### config.mk
export PLATFORM = sky130hd
export DESIGN_NAME = mac_operand_sequencer_flat
export DESIGN_NICKNAME = d
export VERILOG_FILES = /design/src/rtl/mac_operand_sequencer_pkg.sv /design/src/rtl/mac_operand_sequencer_if.sv /design/src/rtl/mac_operand_sequencer_pp_index_gen.sv /design/src/rtl/mac_operand_sequencer.sv /design/src/flat_wrapper.sv
export SDC_FILE = /design/constraint.sdc
export NUM_CORES = 1
export LEC_CHECK = 0
export BUFFER_PORTS_ARGS = -buffer_cell sky130_fd_sc_hd__buf_2
export CAP_MARGIN = 20
export CORE_ASPECT_RATIO = 0.8
export CORE_MARGIN = 1
export CORE_UTILIZATION = 50
export CTS_CLUSTER_DIAMETER = 30
export DETAILED_ROUTE_END_ITERATION = 10
export PLACE_DENSITY_LB_ADDON = 0.1
export SLEW_MARGIN = 20
export SYNTH_ARGS = -nofsm -noshare
export SYNTH_HDL_FRONTEND = slang
export SYNTH_HIERARCHICAL = 1
export SYNTH_SLANG_ARGS = --single-unit
### constraint.sdc
create_clock -name clk -period 13.03 [get_ports clk]
set_input_delay 1.9545 -clock clk [delete_from_list [all_inputs] [get_ports clk]]
set_output_delay 1.9545 -clock clk [all_outputs]
set_load 0.03 [all_outputs]
### src/rtl/mac_operand_sequencer_pkg.sv
// mac_operand_sequencer_pkg: shared mode encodings, lane constants and beat-count helpers
package mac_operand_sequencer_pkg;
  localparam int MAC_MIN_WIDTH_DEF = 8;
  localparam int MAC_LANES = 4;
  typedef enum logic [1:0] {
    MODE_SINGLE = 2'b00,
    MODE_DUAL   = 2'b01,
    MODE_QUAD   = 2'b10,
    MODE_RSVD   = 2'b11
  } mode_e;
  typedef enum logic {
    IDLE  = 1'b0,
    ISSUE = 1'b1
  } state_e;
  function automatic mode_e seq_mode(input logic [1:0] m);
    return m == MODE_RSVD ? MODE_SINGLE : mode_e'(m);
  endfunction
  function automatic logic [1:0] last_beat(input mode_e m);
    return m == MODE_QUAD ? 2'd3 : m == MODE_DUAL ? 2'd1 : 2'd0;
  endfunction
endpackage

### src/rtl/mac_operand_sequencer_if.sv
// mac_operand_sequencer_if: operand input handshake and per-lane output bus
interface mac_operand_sequencer_if #(
  parameter int MAC_MIN_WIDTH  = 8,
  parameter int MAC_CONF_WIDTH = 3,
  parameter int MAC_OPD_WIDTH  = 4 * MAC_MIN_WIDTH
);
  logic [MAC_CONF_WIDTH-1:0] cfg;
  logic [MAC_OPD_WIDTH-1:0]  opd_a;
  logic [MAC_OPD_WIDTH-1:0]  opd_b;
  logic                      in_valid;
  logic                      in_ready;
  logic [MAC_MIN_WIDTH-1:0]  out_a0, out_a1, out_a2, out_a3;
  logic [MAC_MIN_WIDTH-1:0]  out_b0, out_b1, out_b2, out_b3;
  logic [2:0]                out_shift0, out_shift1, out_shift2, out_shift3;
  logic [1:0]                out_beat;
  logic                      out_last;
  logic [MAC_CONF_WIDTH-1:0] out_cfg;
  logic                      out_valid;
  logic                      out_ready;
  logic                      cfg_err;
  modport master (
    output cfg, opd_a, opd_b, in_valid, out_ready,
    input  in_ready, out_a0, out_a1, out_a2, out_a3, out_b0, out_b1, out_b2, out_b3,
    input  out_shift0, out_shift1, out_shift2, out_shift3, out_beat, out_last, out_cfg,
    input  out_valid, cfg_err
  );
  modport slave (
    input  cfg, opd_a, opd_b, in_valid, out_ready,
    output in_ready, out_a0, out_a1, out_a2, out_a3, out_b0, out_b1, out_b2, out_b3,
    output out_shift0, out_shift1, out_shift2, out_shift3, out_beat, out_last, out_cfg,
    output out_valid, cfg_err
  );
endinterface

### src/rtl/mac_operand_sequencer_pp_index_gen.sv
// mac_pp_index_gen: maps (mode, beat, lane) to operand byte indices and product shift
module mac_pp_index_gen
  import mac_operand_sequencer_pkg::*;
(
  input  mode_e      mode,
  input  logic [1:0] beat,
  input  logic [1:0] lane,
  output logic [1:0] a_idx,
  output logic [1:0] b_idx,
  output logic [2:0] shift
);
  // a always follows the lane; b and shift depend on how beats split the B operand
  always_comb begin
    a_idx = lane;
    b_idx = mode == MODE_QUAD ? beat : mode == MODE_DUAL ? {lane[1], beat[0]} : lane;
    shift = mode == MODE_QUAD ? {1'b0, lane} + {1'b0, beat} :
            mode == MODE_DUAL ? {2'b0, lane[0]} + {2'b0, beat[0]} : 3'd0;
  end
endmodule

### src/rtl/mac_operand_sequencer.sv
// mac_operand_sequencer: latches an operand pair and issues per-lane partial-product beats
module mac_operand_sequencer
  import mac_operand_sequencer_pkg::*;
#(
  parameter int MAC_MIN_WIDTH  = MAC_MIN_WIDTH_DEF,
  parameter int MAC_CONF_WIDTH = 3,
  parameter int MAC_OPD_WIDTH  = 4 * MAC_MIN_WIDTH
) (
  input logic clk,
  input logic rst,
  input logic en,
  mac_operand_sequencer_if.slave bus
);
  state_e                    state_q, state_d;
  logic [1:0]                beat_q, beat_d;
  mode_e                     mode_q, mode_d;
  logic [MAC_OPD_WIDTH-1:0]  a_q, a_d, b_q, b_d;
  logic [MAC_CONF_WIDTH-1:0] cfg_q, cfg_d, out_cfg_q, out_cfg_d;
  logic [MAC_MIN_WIDTH-1:0]  out_a_q[MAC_LANES], out_a_d[MAC_LANES];
  logic [MAC_MIN_WIDTH-1:0]  out_b_q[MAC_LANES], out_b_d[MAC_LANES];
  logic [2:0]                out_shift_q[MAC_LANES], out_shift_d[MAC_LANES];
  logic [1:0]                out_beat_q, out_beat_d;
  logic                      out_last_q, out_last_d;
  logic                      out_valid_q, out_valid_d;
  logic                      cfg_err_q, cfg_err_d;
  logic [1:0]                a_idx[MAC_LANES], b_idx[MAC_LANES];
  logic [2:0]                shift[MAC_LANES];
  logic                      fire, accept, adv, load;
  assign fire = en & out_valid_q & bus.out_ready;
  assign bus.in_ready = en & (state_q == IDLE | (out_valid_q & bus.out_ready & out_last_q));
  assign accept = bus.in_ready & bus.in_valid;
  assign adv = fire & ~out_last_q;
  assign load = accept | adv;
  for (genvar l = 0; l < MAC_LANES; l++) begin : g_lane
    mac_pp_index_gen u_idx (
      .mode (mode_d),
      .beat (beat_d),
      .lane (2'(l)),
      .a_idx(a_idx[l]),
      .b_idx(b_idx[l]),
      .shift(shift[l])
    );
  end
  // next-state: a new accept restarts at beat 0, a non-final handshake advances one beat
  always_comb begin
    state_d = accept ? ISSUE : (fire & out_last_q) ? IDLE : state_q;
    beat_d = accept ? 2'd0 : adv ? beat_q + 2'd1 : beat_q;
    mode_d = accept ? seq_mode(bus.cfg[1:0]) : mode_q;
    a_d = accept ? bus.opd_a : a_q;
    b_d = accept ? bus.opd_b : b_q;
    cfg_d = accept ? bus.cfg : cfg_q;
    out_valid_d = load | (out_valid_q & ~fire);
    out_beat_d = load ? beat_d : out_beat_q;
    out_last_d = load ? beat_d == last_beat(mode_d) : out_last_q;
    out_cfg_d = load ? cfg_d : out_cfg_q;
    cfg_err_d = accept & (bus.cfg[1:0] == MODE_RSVD);
    for (int l = 0; l < MAC_LANES; l++) begin
      out_a_d[l] = load ? a_d[a_idx[l]*MAC_MIN_WIDTH +: MAC_MIN_WIDTH] : out_a_q[l];
      out_b_d[l] = load ? b_d[b_idx[l]*MAC_MIN_WIDTH +: MAC_MIN_WIDTH] : out_b_q[l];
      out_shift_d[l] = load ? shift[l] : out_shift_q[l];
    end
  end
  // state and registered outputs; reset discards any operation in flight
  always_ff @(posedge clk or posedge rst) begin
    if (rst) begin
      state_q <= IDLE;
      beat_q <= 2'd0;
      mode_q <= MODE_SINGLE;
      a_q <= '0;
      b_q <= '0;
      cfg_q <= '0;
      out_cfg_q <= '0;
      out_a_q <= '{default: '0};
      out_b_q <= '{default: '0};
      out_shift_q <= '{default: '0};
      out_beat_q <= 2'd0;
      out_last_q <= 1'b0;
      out_valid_q <= 1'b0;
      cfg_err_q <= 1'b0;
    end else begin
      state_q <= state_d;
      beat_q <= beat_d;
      mode_q <= mode_d;
      a_q <= a_d;
      b_q <= b_d;
      cfg_q <= cfg_d;
      out_cfg_q <= out_cfg_d;
      out_a_q <= out_a_d;
      out_b_q <= out_b_d;
      out_shift_q <= out_shift_d;
      out_beat_q <= out_beat_d;
      out_last_q <= out_last_d;
      out_valid_q <= out_valid_d;
      cfg_err_q <= cfg_err_d;
    end
  end
  assign bus.out_a0 = out_a_q[0];
  assign bus.out_a1 = out_a_q[1];
  assign bus.out_a2 = out_a_q[2];
  assign bus.out_a3 = out_a_q[3];
  assign bus.out_b0 = out_b_q[0];
  assign bus.out_b1 = out_b_q[1];
  assign bus.out_b2 = out_b_q[2];
  assign bus.out_b3 = out_b_q[3];
  assign bus.out_shift0 = out_shift_q[0];
  assign bus.out_shift1 = out_shift_q[1];
  assign bus.out_shift2 = out_shift_q[2];
  assign bus.out_shift3 = out_shift_q[3];
  assign bus.out_beat = out_beat_q;
  assign bus.out_last = out_last_q;
  assign bus.out_cfg = out_cfg_q;
  assign bus.out_valid = out_valid_q;
  assign bus.cfg_err = cfg_err_q;
endmodule

### src/flat_wrapper.sv
// flat-port wrapper written by rule: the top's interface ports become plain ports
module mac_operand_sequencer_flat import mac_operand_sequencer_pkg::*;
#(
  parameter int MAC_MIN_WIDTH  = MAC_MIN_WIDTH_DEF,
  parameter int MAC_CONF_WIDTH = 3,
  parameter int MAC_OPD_WIDTH  = 4 * MAC_MIN_WIDTH
)
  (clk, rst, en, bus_cfg, bus_opd_a, bus_opd_b, bus_in_valid, bus_out_ready, bus_in_ready, bus_out_a0, bus_out_a1, bus_out_a2, bus_out_a3, bus_out_b0, bus_out_b1, bus_out_b2, bus_out_b3, bus_out_shift0, bus_out_shift1, bus_out_shift2, bus_out_shift3, bus_out_beat, bus_out_last, bus_out_cfg, bus_out_valid, bus_cfg_err);
  mac_operand_sequencer_if #(.MAC_MIN_WIDTH(MAC_MIN_WIDTH), .MAC_CONF_WIDTH(MAC_CONF_WIDTH), .MAC_OPD_WIDTH(MAC_OPD_WIDTH)) bus_i ();
  input logic clk;
  input logic rst;
  input logic en;
  input wire logic [$bits(bus_i.cfg)-1:0] bus_cfg;
  input wire logic [$bits(bus_i.opd_a)-1:0] bus_opd_a;
  input wire logic [$bits(bus_i.opd_b)-1:0] bus_opd_b;
  input wire logic [$bits(bus_i.in_valid)-1:0] bus_in_valid;
  input wire logic [$bits(bus_i.out_ready)-1:0] bus_out_ready;
  output wire logic [$bits(bus_i.in_ready)-1:0] bus_in_ready;
  output wire logic [$bits(bus_i.out_a0)-1:0] bus_out_a0;
  output wire logic [$bits(bus_i.out_a1)-1:0] bus_out_a1;
  output wire logic [$bits(bus_i.out_a2)-1:0] bus_out_a2;
  output wire logic [$bits(bus_i.out_a3)-1:0] bus_out_a3;
  output wire logic [$bits(bus_i.out_b0)-1:0] bus_out_b0;
  output wire logic [$bits(bus_i.out_b1)-1:0] bus_out_b1;
  output wire logic [$bits(bus_i.out_b2)-1:0] bus_out_b2;
  output wire logic [$bits(bus_i.out_b3)-1:0] bus_out_b3;
  output wire logic [$bits(bus_i.out_shift0)-1:0] bus_out_shift0;
  output wire logic [$bits(bus_i.out_shift1)-1:0] bus_out_shift1;
  output wire logic [$bits(bus_i.out_shift2)-1:0] bus_out_shift2;
  output wire logic [$bits(bus_i.out_shift3)-1:0] bus_out_shift3;
  output wire logic [$bits(bus_i.out_beat)-1:0] bus_out_beat;
  output wire logic [$bits(bus_i.out_last)-1:0] bus_out_last;
  output wire logic [$bits(bus_i.out_cfg)-1:0] bus_out_cfg;
  output wire logic [$bits(bus_i.out_valid)-1:0] bus_out_valid;
  output wire logic [$bits(bus_i.cfg_err)-1:0] bus_cfg_err;
  assign bus_i.cfg = bus_cfg;
  assign bus_i.opd_a = bus_opd_a;
  assign bus_i.opd_b = bus_opd_b;
  assign bus_i.in_valid = bus_in_valid;
  assign bus_i.out_ready = bus_out_ready;
  assign bus_in_ready = bus_i.in_ready;
  assign bus_out_a0 = bus_i.out_a0;
  assign bus_out_a1 = bus_i.out_a1;
  assign bus_out_a2 = bus_i.out_a2;
  assign bus_out_a3 = bus_i.out_a3;
  assign bus_out_b0 = bus_i.out_b0;
  assign bus_out_b1 = bus_i.out_b1;
  assign bus_out_b2 = bus_i.out_b2;
  assign bus_out_b3 = bus_i.out_b3;
  assign bus_out_shift0 = bus_i.out_shift0;
  assign bus_out_shift1 = bus_i.out_shift1;
  assign bus_out_shift2 = bus_i.out_shift2;
  assign bus_out_shift3 = bus_i.out_shift3;
  assign bus_out_beat = bus_i.out_beat;
  assign bus_out_last = bus_i.out_last;
  assign bus_out_cfg = bus_i.out_cfg;
  assign bus_out_valid = bus_i.out_valid;
  assign bus_cfg_err = bus_i.cfg_err;
  mac_operand_sequencer #(.MAC_MIN_WIDTH(MAC_MIN_WIDTH), .MAC_CONF_WIDTH(MAC_CONF_WIDTH), .MAC_OPD_WIDTH(MAC_OPD_WIDTH)) u_core (.clk(clk), .rst(rst), .en(en), .bus(bus_i));
endmodule
==> results.cfg <==
[logic_synthesis]
synth_top_area_share_pct = 35.46
ys_seq_area_share_pct = 35.46
async_flop_share_pct = 100.0
ys.flop_type = dfrtp_1
synth-seq-cells = 156
synth-edff-count = 0
synth_compound_area_share_pct = 28.40
synth_fa_ha_area_share_pct = 1.296
yosysTopAreaCell = dfrtp_1
synth.mux.area_fraction_pct = 10.99
yosys.area_share.simple_pct = 16.70
syn_area_per_cell_um2 = 8.764
syn_inst = 1256
synth_top_family_by_area = compound AO/OA/AOI/OAI gates
synth_xor_area_share_pct = 0.5569
synthDistinctLibCells = 75
synth_area_um2 = 11010
synth.top_cells.by_count = 189 x nand2_1, 156 x dfrtp_1, 78 x nor2_1, 68 x clkbuf_1, 61 x o21ai_0
yosys-top-cells-area = dfrtp_1 35%, nand2_1 6.4%, mux2i_1 4.3%, mux2_2 3.8%, a221o_1 2.9%
yosys_warnings = 6
post-synth-top-count-cell = nand2_1

[sta]
fin_hold_ws_ps = 466.2
slew_viol_final = 0
setup_ws_ps = 6602
setup_viol = 0
max_slew_margin_pct = 25.69
timing.final.crit_period_ps = 6428
worstMarginPinSlew_ps = 1115
fmax_mhz = 155.6
post-route-period-util_pct = 49.34
rsz0062_at_grt = no
tns_ps = 0
hold_viol_final = 0
skew_ps = 11.64

[global_route]
grt.overflow.total = 0
grt_pass1_wl_um = 61280
grt_start_max_net_pins = 74
grt_usage_pct = 35.31
grt_pass1_vias = 10420
antenna_found_initial = 2

[clocking]
insertion_delay_ps = 430
cts.reportedPaths.clkPinSlew_ps = 70
cts_tree = built
htreeDepth = 4
cts_resized = 0
cts.sinks = 156
hold_buffers = 0
cts-root-buf = clkbuf_16
post_cts_buffers = 0
cts.path.max_buffers = 2
cts_buffers = 17

[placement]
dpl.cell_count = 1609
finalWeightedCongestion = 0.9436
dp_hpwl_um = 25800
port_buffers = 156
post-place-ws_ps = 6301

[critical_path]
cp.arrival_ps = 6770
required_ps = 13370
critPathLaunchType = primary input
rr_startpoint = u_core/bus.out_valid$_DFF_PP0_
rrSetupSlack_ps = 7770
reg2reg_depth = 13
timing.rr.end = u_core/bus.out_b2[3]$_DFFE_PP0P_
cp_max_fo = 30
crit_type = in2reg
cp-end-kind = flop

[drt]
drt_iter0_drc = 1552
first_pass_iters = 6
drc = 0
post_drt_wl_per_cell_um = 24.12
routed_wl_um = 39550
via_count = 11170
vias_per_cell = 6.809
ant_nets = 0

[pwr]
pwr-share-comb_pct = 51.7
p_per_area_nw_per_um2 = 238.5
p_leak_nw = 5.610
sw_frac_of_total_pct = 46.90
power_switching_mw = 1.392
sequentialPowerShare_pct = 30.5
finalPower_mw = 2.969
p_int_mw = 1.576
peakVddDrop_uv = 117.8
clkPwrFrac_pct = 17.8

[die]
die-area_um2 = 22620
io-pin-count = 157
chipWidth_um = 167.9
fp.dieH_um = 134.7
initial_core_util_pct = 51.06
core-area_um2 = 21560
rows = 48

[finish]
fin_cells = 1640
fin_nets = 1434
drive_gt1_share_pct = 20.59
area_delta_synth_final_pct = 13.07
diodes = 0

[status]
status = complete, no violations

[job]
max_cap_violations = 0

[hold_path]
hp-start = u_core/bus.out_shift0[1]$_DFFE_PP0P_
hold_end = u_core/bus.out_shift0[1]$_DFFE_PP0P_
hold_path_class = reg2reg
hold_depth = 2
==> worst max-delay path, stage by stage <==
cell and delay [ps]:
buf_2 140, and3_2 490, a21oi_4 760, buf_4 470
nand2_1 90, o21a_1 130, inv_1 310, xor2_1 230
mux2_1 810, inv_1 250, o211ai_1 530, o21ai_0 190
a221o_1 300, o211ai_1 80
==> cell usage in the layout (no fill, tap or decap), drive strengths merged, types with 38 or more instances in the layout <==
cell type | synthesis | routed
nor2 | 78 | 78
nand2 | 189 | 189
dfrtp | 156 | 156
buf | 54 | 178
o22ai | 38 | 38
mux2 | 43 | 43
a211oi | 38 | 38
nor3 | 42 | 42
mux2i | 47 | 47
o21ai | 64 | 64
==> routing by layer <==
| layer | vias up | wire, um | GRT usage (%) |
|---|---|---|---|
| li1 | 4907 | - | - |
| met1 | 5393 | 17390 | 51.71 |
| met2 | 752 | 16220 | 48.15 |
| met3 | 112 | 4815 | 11.93 |
| met4 | 2 | 1113 | 11.67 |
| met5 | - | 13 | 0 |
==> through the flow <==
step                      cell area [um2]  utilization (%)
after global routing                12450            57.73
after global placement              11840            54.90
final                               12450            57.73
after CTS                           12440            57.72
after detailed placement            11840            54.90
after floorplan                     11090                -
==> worst max path at each step <==
stage | cells after the start | to | slack, ps | start
3_3_place_gp | 14 | u_core/bus.out_b2[1]$_DFFE_PP0P_ | 6420 | bus_out_ready
6_report | 14 | u_core/bus.out_b2[3]$_DFFE_PP0P_ | 6600 | bus_out_ready
3_5_place_dp | 14 | u_core/bus.out_b2[3]$_DFFE_PP0P_ | 6300 | bus_out_ready
5_1_grt | 14 | u_core/bus.out_b2[6]$_DFFE_PP0P_ | 6290 | bus_out_ready
2_1_floorplan | 1 | u_core/a_q[0]$_DFF_PP0_ | 6870 | rst
4_1_cts | 14 | u_core/bus.out_b2[3]$_DFFE_PP0P_ | 6760 | bus_out_ready
==> kinds of logic after synthesis <==
family	after synthesis
simple gates	408
other cells	2
compound gates	416
mux	101
flops	156
buf+inv	157
fa+ha+maj	9
xor+xnor	7
==> power groups by stage <==
stage	logic (mW)	clock network, mW	registers (mW)
final	1.53	0.528	0.906
after global routing	1.65	0.555	0.932
after CTS	1.50	0.534	0.898
after detailed placement	1.49	0	0.904
after global placement	1.46	0	0.903
after floorplan	0.906	0	1.06
==> registers in the layout, indices dropped and copies added, names as in the netlist, 8 cells and up <==
register and cells:
u_core/a_q 32, u_core/bus.out_a0 8, u_core/bus.out_b0 8, u_core/bus.out_b1 8
u_core/bus.out_a1 8, u_core/bus.out_a2 8, u_core/b_q 32, u_core/bus.out_a3 8
u_core/bus.out_b2 8, u_core/bus.out_b3 8
==> layout make-up <==
cell class / instances / area (um2)
fill: 2039 / 9114
sequential: 156 / 3904
timing repair buffer: 178 / 945.9
clock buffer: 22 / 474.2
tap: 275 / 344.1
inverter: 35 / 136.4
multi-input combinational: 965 / 6509
clock inverter: 9 / 133.9
Power figures use the tool's default switching activity.
